`src/rtl/mc_control_pkg.sv`:
```
// Shared encodings for the multi-cycle MIPS control FSM: states, opcodes,
// ALU codes, mux selectors and the control word driven to the datapath.
package mc_control_pkg;

  typedef enum logic [3:0] {
    S_FETCH    = 4'd0,
    S_DECODE   = 4'd1,
    S_MEM_ADDR = 4'd2,
    S_MEM_RD   = 4'd3,
    S_MEM_WB   = 4'd4,
    S_MEM_WR   = 4'd5,
    S_EXEC_R   = 4'd6,
    S_R_WB     = 4'd7,
    S_EXEC_I   = 4'd8,
    S_I_WB     = 4'd9,
    S_BRANCH   = 4'd10,
    S_JUMP     = 4'd11,
    S_JAL      = 4'd12,
    S_JR       = 4'd13
  } state_t;

  localparam logic [5:0] OP_RTYPE = 6'h00;
  localparam logic [5:0] OP_J     = 6'h02;
  localparam logic [5:0] OP_JAL   = 6'h03;
  localparam logic [5:0] OP_BEQ   = 6'h04;
  localparam logic [5:0] OP_BNE   = 6'h05;
  localparam logic [5:0] OP_ADDI  = 6'h08;
  localparam logic [5:0] OP_ANDI  = 6'h0C;
  localparam logic [5:0] OP_ORI   = 6'h0D;
  localparam logic [5:0] OP_LUI   = 6'h0F;
  localparam logic [5:0] OP_LW    = 6'h23;
  localparam logic [5:0] OP_SW    = 6'h2B;
  localparam logic [5:0] FUNC_JR  = 6'h08;

  localparam logic [2:0] ALU_ADD = 3'b000;
  localparam logic [2:0] ALU_AND = 3'b001;
  localparam logic [2:0] ALU_BEQ = 3'b010;
  localparam logic [2:0] ALU_BNE = 3'b011;
  localparam logic [2:0] ALU_LUI = 3'b100;
  localparam logic [2:0] ALU_OR  = 3'b101;
  localparam logic [2:0] ALU_R   = 3'b111;

  localparam logic [1:0] SRCB_REG    = 2'b00;
  localparam logic [1:0] SRCB_FOUR   = 2'b01;
  localparam logic [1:0] SRCB_IMM    = 2'b10;
  localparam logic [1:0] SRCB_IMM_SH = 2'b11;

  localparam logic [1:0] PCSRC_ALU    = 2'b00;
  localparam logic [1:0] PCSRC_ALUOUT = 2'b01;
  localparam logic [1:0] PCSRC_JUMP   = 2'b10;
  localparam logic [1:0] PCSRC_RS     = 2'b11;

  typedef struct packed {
    logic       pc_write;
    logic       pc_write_eq;
    logic       pc_write_ne;
    logic [1:0] pc_source;
    logic       iord;
    logic       mem_read;
    logic       mem_write;
    logic       ir_write;
    logic       reg_dst;
    logic       mem_to_reg;
    logic       reg_write;
    logic       jal;
    logic       alu_src_a;
    logic [1:0] alu_src_b;
    logic [2:0] aluop;
    logic       illegal_op;
    logic       instr_done;
  } ctrl_t;

  // Dispatch target out of DECODE; S_FETCH doubles as the "illegal opcode" answer.
  function automatic state_t decode_next(input logic [5:0] op, input logic [5:0] func);
    case (op)
      OP_LW, OP_SW:                     return S_MEM_ADDR;
      OP_RTYPE:                         return (func == FUNC_JR) ? S_JR : S_EXEC_R;
      OP_ADDI, OP_ANDI, OP_ORI, OP_LUI: return S_EXEC_I;
      OP_BEQ, OP_BNE:                   return S_BRANCH;
      OP_J:                             return S_JUMP;
      OP_JAL:                           return S_JAL;
      default:                          return S_FETCH;
    endcase
  endfunction

endpackage

```
`src/rtl/mc_output_decode.sv`:
```
// Combinational control-word decode from FSM state, opcode fields and memory
// handshake. Anything not explicitly driven in a state stays 0.
module mc_output_decode
  import mc_control_pkg::*;
(
  input  state_t     state,
  input  logic [5:0] op,
  input  logic [5:0] func,
  input  logic       ready,
  input  logic       active,
  output ctrl_t      cw
);

  always_comb begin
    cw = '0;
    case (state)
      S_FETCH: begin
        cw.mem_read  = 1'b1;
        cw.alu_src_b = SRCB_FOUR;
        // active keeps the PC/IR enables dead while reset holds us in FETCH
        cw.ir_write  = ready & active;
        cw.pc_write  = ready & active;
      end
      S_DECODE: begin
        cw.alu_src_b = SRCB_IMM_SH;
        if (decode_next(op, func) == S_FETCH) begin
          cw.illegal_op = 1'b1;
          cw.instr_done = 1'b1;
        end
      end
      S_MEM_ADDR: begin
        cw.alu_src_a = 1'b1;
        cw.alu_src_b = SRCB_IMM;
      end
      S_MEM_RD: begin
        cw.mem_read = 1'b1;
        cw.iord     = 1'b1;
      end
      S_MEM_WB: begin
        cw.reg_write  = 1'b1;
        cw.mem_to_reg = 1'b1;
        cw.instr_done = 1'b1;
      end
      S_MEM_WR: begin
        cw.mem_write  = 1'b1;
        cw.iord       = 1'b1;
        cw.instr_done = ready;
      end
      S_EXEC_R: begin
        cw.alu_src_a = 1'b1;
        cw.alu_src_b = SRCB_REG;
        cw.aluop     = ALU_R;
      end
      S_R_WB: begin
        cw.reg_write  = 1'b1;
        cw.reg_dst    = 1'b1;
        cw.instr_done = 1'b1;
      end
      S_EXEC_I: begin
        cw.alu_src_a = 1'b1;
        cw.alu_src_b = SRCB_IMM;
        case (op)
          OP_ANDI: cw.aluop = ALU_AND;
          OP_ORI:  cw.aluop = ALU_OR;
          OP_LUI:  cw.aluop = ALU_LUI;
          default: cw.aluop = ALU_ADD;
        endcase
      end
      S_I_WB: begin
        cw.reg_write  = 1'b1;
        cw.instr_done = 1'b1;
      end
      S_BRANCH: begin
        cw.alu_src_a  = 1'b1;
        cw.alu_src_b  = SRCB_REG;
        cw.pc_source  = PCSRC_ALUOUT;
        cw.instr_done = 1'b1;
        if (op == OP_BNE) begin
          cw.aluop       = ALU_BNE;
          cw.pc_write_ne = 1'b1;
        end else begin
          cw.aluop       = ALU_BEQ;
          cw.pc_write_eq = 1'b1;
        end
      end
      S_JUMP, S_JAL: begin
        cw.pc_write   = 1'b1;
        cw.pc_source  = PCSRC_JUMP;
        cw.instr_done = 1'b1;
        cw.reg_write  = (state == S_JAL);
        cw.jal        = (state == S_JAL);
      end
      S_JR: begin
        cw.pc_write   = 1'b1;
        cw.pc_source  = PCSRC_RS;
        cw.instr_done = 1'b1;
      end
      default: cw = '0;
    endcase
  end

endmodule

```
`src/rtl/multicycle_control.sv`:
```
// Multi-cycle MIPS control FSM: state register and next-state sequencing;
// the control word itself comes from mc_output_decode.
module multicycle_control
  import mc_control_pkg::*;
#(
  parameter int ALUOP_W     = 3,
  parameter int MEM_WAIT_EN = 1,
  parameter int STATE_W     = 4
) (
  input  logic               clk,
  input  logic               reset,
  input  logic [5:0]         op,
  input  logic [5:0]         func,
  input  logic               mem_ready,
  output logic               pc_write,
  output logic               pc_write_eq,
  output logic               pc_write_ne,
  output logic [1:0]         pc_source,
  output logic               iord,
  output logic               mem_read,
  output logic               mem_write,
  output logic               ir_write,
  output logic               reg_dst,
  output logic               mem_to_reg,
  output logic               reg_write,
  output logic               jal,
  output logic               alu_src_a,
  output logic [1:0]         alu_src_b,
  output logic [ALUOP_W-1:0] aluop,
  output logic               illegal_op,
  output logic               instr_done,
  output logic [STATE_W-1:0] state_o
);

  state_t state, nxt;
  ctrl_t  cw;
  logic   ready;

  assign ready = (MEM_WAIT_EN != 0) ? mem_ready : 1'b1;

  always_comb begin
    nxt = S_FETCH;
    case (state)
      S_FETCH:    nxt = ready ? S_DECODE : S_FETCH;
      S_DECODE:   nxt = decode_next(op, func);
      S_MEM_ADDR: nxt = (op == OP_SW) ? S_MEM_WR : S_MEM_RD;
      S_MEM_RD:   nxt = ready ? S_MEM_WB : S_MEM_RD;
      S_MEM_WR:   nxt = ready ? S_FETCH : S_MEM_WR;
      S_EXEC_R:   nxt = S_R_WB;
      S_EXEC_I:   nxt = S_I_WB;
      default:    nxt = S_FETCH;
    endcase
  end

  always_ff @(posedge clk or negedge reset) begin
    if (!reset) state <= S_FETCH;
    else        state <= nxt;
  end

  mc_output_decode u_dec (
    .state  (state),
    .op     (op),
    .func   (func),
    .ready  (ready),
    .active (reset),
    .cw     (cw)
  );

  assign pc_write    = cw.pc_write;
  assign pc_write_eq = cw.pc_write_eq;
  assign pc_write_ne = cw.pc_write_ne;
  assign pc_source   = cw.pc_source;
  assign iord        = cw.iord;
  assign mem_read    = cw.mem_read;
  assign mem_write   = cw.mem_write;
  assign ir_write    = cw.ir_write;
  assign reg_dst     = cw.reg_dst;
  assign mem_to_reg  = cw.mem_to_reg;
  assign reg_write   = cw.reg_write;
  assign jal         = cw.jal;
  assign alu_src_a   = cw.alu_src_a;
  assign alu_src_b   = cw.alu_src_b;
  assign aluop       = ALUOP_W'(cw.aluop);
  assign illegal_op  = cw.illegal_op;
  assign instr_done  = cw.instr_done;
  assign state_o     = STATE_W'(state);

endmodule

```
`config.mk`:
```
export PLATFORM = sky130hd
export DESIGN_NAME = multicycle_control
export DESIGN_NICKNAME = d
export VERILOG_FILES = /design/src/rtl/mc_control_pkg.sv /design/src/rtl/mc_output_decode.sv /design/src/rtl/multicycle_control.sv
export SDC_FILE = /design/constraint.sdc
export NUM_CORES = 1
export LEC_CHECK = 0
export BUFFER_PORTS_ARGS = -buffer_cell sky130_fd_sc_hd__buf_2
export CORE_MARGIN = 4
export CORE_UTILIZATION = 44
export CTS_CLUSTER_SIZE = 8
export DETAILED_ROUTE_END_ITERATION = 8
export HOLD_SLACK_MARGIN = 0.06
export PLACE_DENSITY_LB_ADDON = 0.25
export RECOVER_POWER = 25
export REMOVE_ABC_BUFFERS = 1
export SLEW_MARGIN = 10
export SYNTH_ARGS = -nofsm -noshare
export SYNTH_HDL_FRONTEND = slang
export SYNTH_SLANG_ARGS = --single-unit
```
`constraint.sdc`:
```
create_clock -name clk -period 1.6 [get_ports clk]
set_clock_uncertainty 0.15 [all_clocks]
set_input_delay 0 -clock clk [delete_from_list [all_inputs] [get_ports clk]]
set_output_delay 0 -clock clk [all_outputs]
set_load 0.01 [all_outputs]
```
==> metrics.cfg <==
[run_status]
status = complete, but fails checks
violations = negative setup slack

[detailed_routing]
post_drt_wl_per_cell_um = 14.4
drcViolationCount = 0
drtPass1Iterations = 4
vias = 1019
routed_wl_mm = 2.59
vias_per_cell = 5.66
drtAntennaViolNets = 0
first_iter_violations = 13

[synthesis]
synth_warnings = 0
synth_seq_cells = 4
syn-instance-count = 109
yosysSeqAreaShare = 0.135
postSynthAreaPerCell_um2 = 6.78
synth_area_leaders = dfrtp_1, nor2_1, a21oi_1
yosys.area.top_type = dfrtp_1
synth_top_area_frac = 0.135
syn-cell-area_um2 = 739
synth.distinct_cells = 38

[power]
combPwrFrac = 0.841
total_leakage_power_nw = 0.567
powerDensity_nw_per_um2 = 1630
p_int_mw = 1.04
ir_drop_mv = 0.806
switching_share = 0.480
power_switching_mw = 0.959
clockPowerShare = 0.065
sequentialPowerShare = 0.095

[timing]
min_period_ns = 1.71
max_freq_mhz = 584
max_slew_margin = 0.653
tightest_slew_ns = 0.517
finalSetupViolations = 5
finalWorstSetupSlack_ns = -0.112
rsz0062_at_grt = true
slew_violations = 0
hold_violations = 0
finalCritPeriodShare = 1.07

[cells_and_area]
final_nets = 181
largest_reg_flops = 4
final_common_cell = buf_2
antenna_cells = 0
stdcell_count = 180
drive_gt1_frac = 0.512
synthToLayoutAreaGrowth_pct = 65.5
fillers = 116
final_cell_mix = buf_2, nor2_1, buf_4, a21oi_1

[placement]
dp.final_hpwl_mm = 1.69
numPortBuffers = 39
place_inst = 163
post-place-ws_ns = 0.0643
place_congestion = 0.829

[setup_path]
path_cells = nand2b_4, or3_4, nor4_4, nand2b_1, buf_2
start_kind = flip-flop
cpMaxStageDelayCell = or3_4
crit_path_end_kind = output port
crit_fanout = 2
crit_type = flip-flop to output port
crit_family = simple AND/OR/NAND/NOR gates
crit_buf_inv = 1
r2r_slack_ns = 0.07
critical-path-max-stage-delay_ns = 0.41
cp.required_ns = 1.45
critPathArrivalTime_ns = 1.56

[min_path]
holdCritPathClass = input pin to flip-flop

[clock_network]
cts_sinks = 4
cts_buffers = 3
htree_levels = 1
cts-root-buf = clkbuf_4
cts_tree = yes
clk_pin_slew_ns = 0.04
insertion_delay_ns = 0.24
clock_path_buffers = 2

[grt]
grt_pass1_wl_mm = 4.13
grt_max_degree = 21
grtUsageTotal = 0.208
grt_pass1_vias = 905
antenna_found_initial = 0
overflow = 0

[floorplanning]
core_um2 = 1540
die_w_um = 49.0
die_y_um = 49.0
die_area_um2 = 2400
start_util = 0.480
io_pins = 40
rows = 14

[job]
drv_cap = 0

==> cells by family after synthesis <==
group | Yosys count | synth area share
mux | 1 | 0.0152
buf+inv | 12 | 0.0897
xor+xnor | 3 | 0.0355
simple gates | 61 | 0.474
compound gates | 28 | 0.250
flops | 4 | 0.135
==> worst reg2reg max path, stage by stage (launching register included) <==
cell and delay [ns]:
dfrtp_1 0.43, buf_6 0.16, buf_4 0.14, o21ai_0 0.25
o311ai_0 0.20, o21ai_0 0.11
==> final cells by class <==
type	count	area, um2	share of cell area
Inverter	2	7.51	0.00613
Tap cell	16	20.0	0.0164
Multi-Input combinational cell	93	668	0.546
Clock buffer	3	22.5	0.0184
Timing Repair Buffer	62	404	0.330
Sequential cell	4	101	0.0828
==> stage by stage <==
step                      area [um2]  utilization  hold slack, ns  power, mW  setup TNS [ns]
after floorplan                  681            -          -0.446      0.927          -0.268
after global placement           963        0.625          -0.333       1.40               0
after detailed placement         963        0.625          -0.333       1.43               0
after CTS                       1160        0.750          0.0432       1.83          -0.214
after global routing            1220        0.794           0.103       2.14          -0.871
final                           1220        0.794          0.0765       2.00          -0.275
==> metal layers <==
| metal | wire length, um | track usage | vias up | part of all wire |
|---|---|---|---|---|
| li1 | - | - | 505 | - |
| met1 | 1060 | 0.252 | 478 | 0.41 |
| met2 | 1330 | 0.352 | 32 | 0.51 |
| met3 | 154 | 0.0306 | 4 | 0.060 |
| met4 | 39 | 0.103 | 0 | 0.015 |
| met5 | 0 | 0 | - | 0 |
==> synth_stat cells (all sizes together) <==
cell type,n
nor2b,7
o21ai,4
inv,2
a21oi,11
or2,2
o311ai,1
nor4b,1
o21a,2
o31ai,1
and4,1
nor4,2
o22ai,1
or3,1
nand2,4
dfrtp,4
mux2,1
xnor2,3
nand3,3
nand2b,6
nor2,21
nand3b,1
nand4b,2
a32oi,1
a22oi,1
o221ai,1
and2,1
nor3,5
clkbuf,2
a311oi,2
o21bai,1
nor3b,4
buf,8
a211oi,1
a2111oi,1
==> final timing paths <==
check                                            end            startpoint  cells past startpoint
worst max-delay path                      instr_done  state_o[1]$_DFF_PN0_                      5
worst min-delay path            state_o[3]$_DFF_PN0_                 op[5]                      4
worst max register to register  state_o[1]$_DFF_PN0_  state_o[2]$_DFF_PN0_                      5
worst min register to register  state_o[2]$_DFF_PN0_  state_o[3]$_DFF_PN0_                      2
max in group asynchronous       state_o[0]$_DFF_PN0_                 reset                      3
min in group asynchronous       state_o[2]$_DFF_PN0_                 reset                      3
==> power by group through the flow <==
stage / Combinational (mW) / Clock (mW) / Sequential, mW
floorplan: 0.602 / 0 / 0.325
global placement: 1.22 / 0 / 0.181
detailed placement: 1.24 / 0 / 0.186
CTS: 1.51 / 0.134 / 0.183
global route: 1.80 / 0.137 / 0.196
finish: 1.68 / 0.129 / 0.189
==> timing repair <==
action | 4_1_cts | 5_1_grt
hold buffers | 4 | 0
endpoints found under the setup margin | 10 | 12
pin swaps | 3 | 5
resized for setup | 21 | 11
setup buffers | 6 | 3
gates cloned | 0 | 1
hold endpoints to repair | 8 | 0
(Power assumes the default switching activity.)
